## src/rtl/hazard_ctrl_pkg.sv

```systemverilog
// Shared encodings and stage-record type for the hazard controller and the D-stage decoder.
package hazard_ctrl_pkg;

  typedef logic [2:0] res_t;
  localparam res_t RES_NW    = 3'd0;
  localparam res_t RES_ALU   = 3'd1;
  localparam res_t RES_DM    = 3'd2;
  localparam res_t RES_PC    = 3'd3;
  localparam res_t RES_OTHER = 3'd4;

  typedef logic [1:0] fwd_t;
  localparam fwd_t FWD_NONE = 2'd0;
  localparam fwd_t FWD_E    = 2'd1;
  localparam fwd_t FWD_M    = 2'd2;
  localparam fwd_t FWD_W    = 2'd3;

  localparam logic [1:0] TUSE_NONE = 2'd3;

  typedef struct packed {
    res_t       res;
    logic [4:0] dst;
    logic [4:0] rs;
    logic [4:0] rt;
    logic [1:0] tnew;
  } stage_rec_t;

  localparam stage_rec_t REC_BUBBLE = '{res: RES_NW, dst: 5'd0, rs: 5'd0, rt: 5'd0, tnew: 2'd0};

  function automatic logic hit(input stage_rec_t s, input logic [4:0] r);
    return (r != 5'd0) && (s.res != RES_NW) && (s.dst == r);
  endfunction

  // Cycles until the result exists, counted from the instruction entering E.
  function automatic logic [1:0] tnew_entry(input res_t res);
    case (res)
      RES_ALU: return 2'd1;
      RES_DM:  return 2'd2;
      default: return 2'd0;
    endcase
  endfunction

endpackage

```

## src/rtl/md_busy_cnt.sv

```systemverilog
// Busy window of the HI/LO multiply/divide unit: load on start, count down to zero.
module md_busy_cnt
  import hazard_ctrl_pkg::*;
#(
  parameter int unsigned MULT_CYCLES = 5,
  parameter int unsigned DIV_CYCLES  = 10
) (
  input  logic clk,
  input  logic reset,
  input  logic start,
  input  logic is_div,
  output logic busy
);

  localparam int unsigned MaxCycles = (DIV_CYCLES > MULT_CYCLES) ? DIV_CYCLES : MULT_CYCLES;
  localparam int unsigned CntW      = $clog2(MaxCycles + 1);

  logic [CntW-1:0] cnt_q, cnt_d;

  // A new start restarts the window rather than extending it.
  always_comb begin
    cnt_d = cnt_q;
    if (start) begin
      cnt_d = is_div ? CntW'(DIV_CYCLES) : CntW'(MULT_CYCLES);
    end else if (cnt_q != '0) begin
      cnt_d = cnt_q - CntW'(1);
    end
  end

  always_ff @(posedge clk) begin
    if (reset) begin
      cnt_q <= '0;
    end else begin
      cnt_q <= cnt_d;
    end
  end

  assign busy = start || (cnt_q != '0);

endmodule

```

## src/rtl/hazard_ctrl.sv

```systemverilog
// Five-stage pipeline hazard controller: Tuse/Tnew stall detection, forwarding selects,
// and HI/LO busy interlock.
module hazard_ctrl
  import hazard_ctrl_pkg::*;
#(
  parameter int unsigned MULT_CYCLES = 5,
  parameter int unsigned DIV_CYCLES  = 10
) (
  input  logic       clk,
  input  logic       reset,
  input  logic [1:0] tuse_rs_d,
  input  logic [1:0] tuse_rt_d,
  input  logic [2:0] res_d,
  input  logic [4:0] rs_d,
  input  logic [4:0] rt_d,
  input  logic [4:0] dst_d,
  input  logic       md_use_d,
  input  logic       md_start_e,
  input  logic       md_div_e,
  output logic       stall,
  output logic [1:0] fwd_rs_d,
  output logic [1:0] fwd_rt_d,
  output logic [1:0] fwd_rs_e,
  output logic [1:0] fwd_rt_e,
  output logic       fwd_rt_m,
  output logic       md_busy
);

  stage_rec_t d_rec;
  stage_rec_t e_q, m_q, w_q;
  stage_rec_t e_d, m_d, w_d;
  logic       data_stall;
  logic       md_stall;

  // Only the youngest in-flight writer of a register decides whether D must wait.
  function automatic logic src_stall(input stage_rec_t e, input stage_rec_t m,
                                     input logic [4:0] r, input logic [1:0] tuse);
    if (tuse == TUSE_NONE) return 1'b0;
    if (hit(e, r)) return e.tnew > tuse;
    if (hit(m, r)) return m.tnew > tuse;
    return 1'b0;
  endfunction

  function automatic fwd_t fwd_d_sel(input stage_rec_t e, input stage_rec_t m,
                                     input stage_rec_t w, input logic [4:0] r);
    if (hit(e, r)) return (e.tnew == 2'd0) ? FWD_E : FWD_NONE;
    if (hit(m, r)) return (m.tnew == 2'd0) ? FWD_M : FWD_NONE;
    if (hit(w, r)) return (w.tnew == 2'd0) ? FWD_W : FWD_NONE;
    return FWD_NONE;
  endfunction

  function automatic fwd_t fwd_e_sel(input stage_rec_t m, input stage_rec_t w,
                                     input logic [4:0] r);
    if (hit(m, r)) return (m.tnew == 2'd0) ? FWD_M : FWD_NONE;
    if (hit(w, r)) return (w.tnew == 2'd0) ? FWD_W : FWD_NONE;
    return FWD_NONE;
  endfunction

  always_comb begin
    d_rec      = REC_BUBBLE;
    d_rec.res  = (dst_d == 5'd0) ? RES_NW : res_d;
    d_rec.dst  = dst_d;
    d_rec.rs   = rs_d;
    d_rec.rt   = rt_d;
    d_rec.tnew = tnew_entry(d_rec.res);
  end

  always_comb begin
    data_stall = src_stall(e_q, m_q, rs_d, tuse_rs_d) || src_stall(e_q, m_q, rt_d, tuse_rt_d);
    md_stall   = md_use_d && md_busy;
    stall      = data_stall || md_stall;
    fwd_rs_d   = fwd_d_sel(e_q, m_q, w_q, rs_d);
    fwd_rt_d   = fwd_d_sel(e_q, m_q, w_q, rt_d);
    fwd_rs_e   = fwd_e_sel(m_q, w_q, e_q.rs);
    fwd_rt_e   = fwd_e_sel(m_q, w_q, e_q.rt);
    fwd_rt_m   = hit(w_q, m_q.rt);
  end

  always_comb begin
    e_d      = stall ? REC_BUBBLE : d_rec;
    m_d      = e_q;
    m_d.tnew = (e_q.tnew == 2'd0) ? 2'd0 : e_q.tnew - 2'd1;
    w_d      = m_q;
    w_d.tnew = 2'd0;
  end

  always_ff @(posedge clk) begin
    if (reset) begin
      e_q <= REC_BUBBLE;
      m_q <= REC_BUBBLE;
      w_q <= REC_BUBBLE;
    end else begin
      e_q <= e_d;
      m_q <= m_d;
      w_q <= w_d;
    end
  end

  md_busy_cnt #(
    .MULT_CYCLES (MULT_CYCLES),
    .DIV_CYCLES  (DIV_CYCLES)
  ) u_md_busy_cnt (
    .clk    (clk),
    .reset  (reset),
    .start  (md_start_e),
    .is_div (md_div_e),
    .busy   (md_busy)
  );

  // W's source fields and M's rs are carried for completeness but never compared.
  logic unused_rec;
  assign unused_rec = ^{m_q.rs, w_q.rs, w_q.rt};

endmodule

```

## config.mk

```make
export PLATFORM = sky130hd
export DESIGN_NAME = hazard_ctrl
export DESIGN_NICKNAME = d
export VERILOG_FILES = /design/src/rtl/hazard_ctrl_pkg.sv /design/src/rtl/md_busy_cnt.sv /design/src/rtl/hazard_ctrl.sv
export SDC_FILE = /design/constraint.sdc
export NUM_CORES = 1
export LEC_CHECK = 0
export BUFFER_PORTS_ARGS = -buffer_cell sky130_fd_sc_hd__buf_2
export CAP_MARGIN = 10
export CORE_MARGIN = 3
export CORE_UTILIZATION = 45
export DETAILED_ROUTE_END_ITERATION = 6
export PLACE_DENSITY = 0.65
export RECOVER_POWER = 100
export SLEW_MARGIN = 20
export SYNTH_ARGS = -nofsm -noshare
export SYNTH_HDL_FRONTEND = slang
export SYNTH_SLANG_ARGS = --single-unit
```

## constraint.sdc

```tcl
create_clock -name clk -period 3.95 [get_ports clk]
set_input_delay 0.395 -clock clk [delete_from_list [all_inputs] [get_ports clk]]
set_output_delay 0.395 -clock clk [all_outputs]
set_load 0.01 [all_outputs]
```

Yosys cells after proc, flatten, opt, wreduce, memory -nomap -nowiden:

Index checks and enable logic that the tools add are counted.

* $lt $le $gt $ge: 4
* equality and inequality tests: 15
* multiplexer cells: 66
* reductions and logical operators: 42
* add/sub/neg operators: 2

Operator list (count)
* == test 5 bit: 11
* two-way mux 2 bit: 22
* two-way mux 1 bit: 39
* nonzero test 5 bit: 5
* logical AND 1 bit: 23
* two-way mux 4 bit: 3
* nonzero test 3 bit: 3
* > comparator 2 bit: 4
* zero test 2 bit: 3
* zero test 5 bit: 1
* == test 2 bit (second input constant): 2
* one-hot mux 2 bit (2 select lines): 1
* nonzero test 4 bit: 1
* OR reduction 2 bit: 2
* subtractor 4 x 1 -> 4 bit (second input constant): 1
* == test 3 x 1 -> 1 bit (second input constant): 1
* == test 3 x 2 -> 1 bit (second input constant): 1
* logical OR 1 bit: 3
* two-way mux 3 bit: 1
* nonzero test 2 bit: 1
* subtractor 2 x 1 -> 2 bit (second input constant): 1

* word-level logic and storage cells: 142
* register bits: 49
* output and inout bits: 11
* bits of input ports: 27

Longest topological paths before layout:

* word-level depth: 13
* depth in mapped cells: 8
* depth with buffers taken out: 7

Hierarchy:

Synthesis repeated with hierarchy kept, for this count alone.

* cell total of the unflattened synthesis: 301
* area, all modules: 2840.2 um2

By module, submodules not included
* hazard_ctrl: instances 1, cells an instance 277, area each 2613.8 um2
* md_busy_cnt: instances 1, cells an instance 24, area each 226.5 um2

Worst setup path after synthesis:

OpenSTA, ideal clock, no wires.

* path kind: input -> output
* from: input rs_d[0]
* to: output stall
* data arrival time: 2.012 ns
* data required time: 3.555 ns
* path slack: 1.543 ns
* stages: 6
* path buffers: 1
* cells stage by stage: buf_6 -> xor2_1 -> or4_4 -> nor4_1 -> a221oi_4 -> or3_1

* longest elaborated chain between the ends: 11
* elaborated cells between the ends (all ways): 19

RTL lines
* start, declared: line hazard_ctrl.sv:14 `input logic [4:0] rs_d,`
* nonzero test 5 bit: line hazard_ctrl_pkg.sv:30 `return (r != 5'd0) && (s.res != RES_NW) && (s.dst == r);`
* logical AND 1 bit (2 in series): line hazard_ctrl_pkg.sv:30
* two-way mux 1 bit (2 in series): line hazard_ctrl.sv:40 `if (hit(m, r)) return m.tnew > tuse;`
* two-way mux 1 bit: line hazard_ctrl.sv:39 `if (hit(e, r)) return e.tnew > tuse;`
* two-way mux 1 bit: line hazard_ctrl.sv:41 `return 1'b0;`
* two-way mux 1 bit (*): line hazard_ctrl.sv:40
* two-way mux 1 bit (*): line hazard_ctrl.sv:39
* logical OR 1 bit (*): line hazard_ctrl.sv:69 `data_stall = src_stall(e_q, m_q, rs_d, tuse_rs_d) || src_stall(e_q, m_q, rt_d, tuse_rt_d);`
* logical OR 1 bit (*): line hazard_ctrl.sv:71 `stall = data_stall || md_stall;`
* end, declared: line hazard_ctrl.sv:20 `output logic stall,`

Mark *: on every way between the ends. The rest lies on a longest branch, timed or not. The select of a mux whose other input is x is not followed.

Worst setup path after layout:

* from: register e_q[14] (netlist name)
* to: register e_q[14] (netlist name)

* longest elaborated chain between the ends: 10
* elaborated cells between the ends (all ways): 21

RTL lines
* start, declared: line hazard_ctrl.sv:30 `stage_rec_t e_q, m_q, w_q;`
* start signal, assigned: line hazard_ctrl.sv:89 `e_q <= REC_BUBBLE;`
* start signal, assigned: line hazard_ctrl.sv:93 `e_q <= e_d;`
* == test 5 bit: line hazard_ctrl_pkg.sv:30
* logical AND 1 bit: line hazard_ctrl_pkg.sv:30
* two-way mux 1 bit: line hazard_ctrl.sv:39
* two-way mux 1 bit: line hazard_ctrl.sv:40
* two-way mux 1 bit: line hazard_ctrl.sv:41
* two-way mux 1 bit: line hazard_ctrl.sv:40
* two-way mux 1 bit: line hazard_ctrl.sv:39
* logical OR 1 bit (*): line hazard_ctrl.sv:69
* logical OR 1 bit (*): line hazard_ctrl.sv:71
* OR reduction 2 bit (no line) (*)

Marked as above.
A chain may end at the register's enable or synchronous reset.

==> impl_metrics.yaml <==
synth:
  synth-warning-count: 0
  avgSynthCellArea_um2: 8.76
  ys_seq_area_frac: 0.356
  yosys.area_share.simple: 0.292
  ys_types: 35
  syn_nets: 340
  synthesis.area_um2: 2650
  synthAdderAreaFrac: 0.0520
  synth.area.mux_share: 0.00426
  synthCells: 302
  synth_compound_area_frac: 0.0539
  synth-xor-area-share: 0.189
  synth-seq-cells: 47
  synth_top_family_by_area: "simple AND/OR/NAND/NOR gates"
sta:
  tns_ps: 0
  timing.final.crit_share: 0.727
  setup_viol: 0
  max_freq_mhz: 348
  rsz0062_at_grt: "no"
  holdWs_ps: 346
  slew_viol_final: 0
  worstMarginPinSlew_ps: 1260
  fin_skew_ps: 9.41
  hold_viol: 0
  min_period_ps: 2870
  slew-limit-headroom: 0.158
power:
  pwr-share-comb: 0.155
  power.leakage_uw: 0.00117
  ir_drop_mv: 0.178
  switching_share: 0.251
  power.density_nw_per_um2: 380
  power_frac_seq: 0.469
  p_clk_frac: 0.376
  p_sw_uw: 280
  p_int_uw: 838
hold_path:
  hold_class: "input pin to flip-flop"
  hp-start: "dst_d[4]"
  worstHoldEndpoint: "e_q[16]"
  holdPathStages: 3
drt:
  drt_pre_antenna_iters: 4
  drt_iter0_markers: 164
  num_vias: 2186
  drtAntennaViolNets: 0
  drt-met1-wl_mm: 2.77
  met2_length_mm: 2.73
  vias_per_cell: 5.47
  wl_per_cell_um: 14.9
  finalWirelength_mm: 5.95
  wl_met3_um: 331
  drc: 0
  routed.top_layer: "met4"
clocking:
  cts_resized: 0
  clk_pin_slew_ps: 80
  cts-root-buf: "clkbuf_8"
  cts.sinks: 47
  cts_buffers: 5
  cts_buffer_depth: 2
  htree_levels: 2
  postCtsSetupBuffers: 0
  holdBufCountCts: 0
  clock_latency_ps: 300
  cts_tree: "yes"
placed_design:
  gp_congestion: 0.920
  dp.final_hpwl_mm: 4.49
  io_buffers: 37
setup_path:
  r2r_end: "e_q[14]"
  crit_path_max_fanout: 20
  path_class: "flip-flop to flip-flop"
  r2r-start: "e_q[14]"
  start_kind: "flip-flop"
  critPathCaptureType: "flip-flop"
  reg2reg_slack_ps: 1080
  worstRegToRegCells: 6
  required_ps: 4090
  cp_data_arrival_time_ps: 3020
die:
  ios: 38
  start_util: 0.472
  core-area_um2: 5610
  die_area_um2: 6840
  die_h_um: 82.7
  num_rows: 27
  die_x_um: 82.7
final_layout:
  mostFrequentLayoutCells: "47 x dfxtp_1, 40 x xnor2_1, 26 x nor3_1"
  n_fill_cell: 560
  nNetsFinal: 365
  drive_above_1_share: 0.134
  syn2layout_area_growth_pct: 11.3
  mostFrequentLayoutCell: "dfxtp_1"
  diodes: 0
global_routing:
  grt_pass1_wl_mm: 10.0
  antenna_found_initial: 0
  grt_max_degree: 29
  grt_remaining_overflow: 0
  grt_pass1_vias: 2094
  track_usage: 0.195
outcome:
  status: "finished clean"
flow_run:
  maxCapViolations: 0
## stage by stage
stage | instance area [um2] | utilization | setup slack [ps] | total power (uW) | cells
2_1_floorplan | 2650 | - | 1540 | 657 | 302
3_3_place_gp | 2850 | 0.507 | 1340 | 709 | 392
3_5_place_dp | 2850 | 0.507 | 1320 | 712 | 392
4_1_cts | 2990 | 0.532 | 1150 | 1130 | 400
5_1_grt | 2950 | 0.525 | 830 | 1180 | 400
6_report | 2950 | 0.525 | 1080 | 1120 | 400
## routing by layer
| layer | up-vias | track usage |
|---|---|---|
| li1 | 1090 | - |
| met1 | 1028 | 0.250 |
| met2 | 56 | 0.324 |
| met3 | 12 | 0.0445 |
| met4 | 0 | 0.0670 |
| met5 | - | 0 |
## cell families (layout without fill, tap and decap cells)
group | count (synthesis) | in the layout
AO/OA/AOI/OAI | 19 | 19
buffers and inverters | 31 | 57
AND/OR/NAND/NOR | 136 | 136
adder cells (fa/ha/maj) | 11 | 11
multiplexers | 1 | 1
XOR/XNOR | 57 | 57
flip-flops | 47 | 47
## cells in the mapped netlist
master     instances  area [um2]
a21oi_1            6        30.0
or4_4              2        22.5
o21ai_0            3        15.0
dfxtp_1           47         941
nor2b_1           25         156
buf_1              1        3.75
inv_1              8        30.0
nand2b_1           3        18.8
a2bb2oi_1          1        8.76
nor3_2             2        20.0
nand4_1           13        81.3
a221oi_4           1        26.3
mux2_2             1        11.3
nand3_1           16        80.1
xnor2_1           40         350
a21o_1             2        15.0
a211oi_1           1        7.51
or2_2              2        12.5
a221o_1            1        10.0
nor2_1            10        37.5
or4_1              5        37.5
a22oi_1            2        15.0
nor3b_1            2        15.0
nor4_1            11        68.8
nand4b_1           1        8.76
or3_1              4        25.0
xor2_1            17         149
nand2_1           12        45.0
buf_2              2        10.0
ha_1              11         138
buf_6              3        33.8
or3b_2             1        8.76
nor3_1            27         135
o21a_1             2        15.0
clkbuf_1          17        63.8
## registers in the layout, summed over array words and instances, names as in the netlist
name / flops
w_q: 8
e_q: 20
m_q: 15
u_md_busy_cnt.cnt_q: 4
## power by group through the flow
| stage | Sequential, uW | Clock (uW) | Combinational (uW) |
|---|---|---|---|
| after floorplan | 522 | 0 | 135 |
| after global placement | 535 | 0 | 174 |
| after detailed placement | 535 | 0 | 177 |
| after CTS | 524 | 430 | 178 |
| after global routing | 528 | 450 | 199 |
| final | 524 | 421 | 174 |
## critical path: stages (launching register included)
cell,delay (ps)
dfxtp_1,360
xor2_1,170
or4_1,520
or3_1,370
a221oi_1,420
clkbuf_1,720
nor3_1,160
## worst max path at each step
stage | startpoint | endpoint | slack (ps) | cells past startpoint
2_1_floorplan | rs_d[0] | stall | 1540 | 6
3_3_place_gp | rs_d[2] | stall | 1340 | 7
3_5_place_dp | rs_d[2] | stall | 1320 | 7
4_1_cts | e_q[14] | stall | 1150 | 6
5_1_grt | e_q[14] | e_q[10] | 830 | 6
6_report | e_q[14] | e_q[14] | 1080 | 6
## final cells by class
cell class	instances	area [um2]	share of cell area
inverter	8	30.0	0.0102
tap	72	90.1	0.0306
clock inverter	3	71.3	0.0242
sequential	47	941	0.319
clock buffer	5	68.8	0.0234
timing repair buffer	41	196	0.0667
multi-input combinational	224	1550	0.525
No activity file was read; power rests on OpenSTA's default activity.
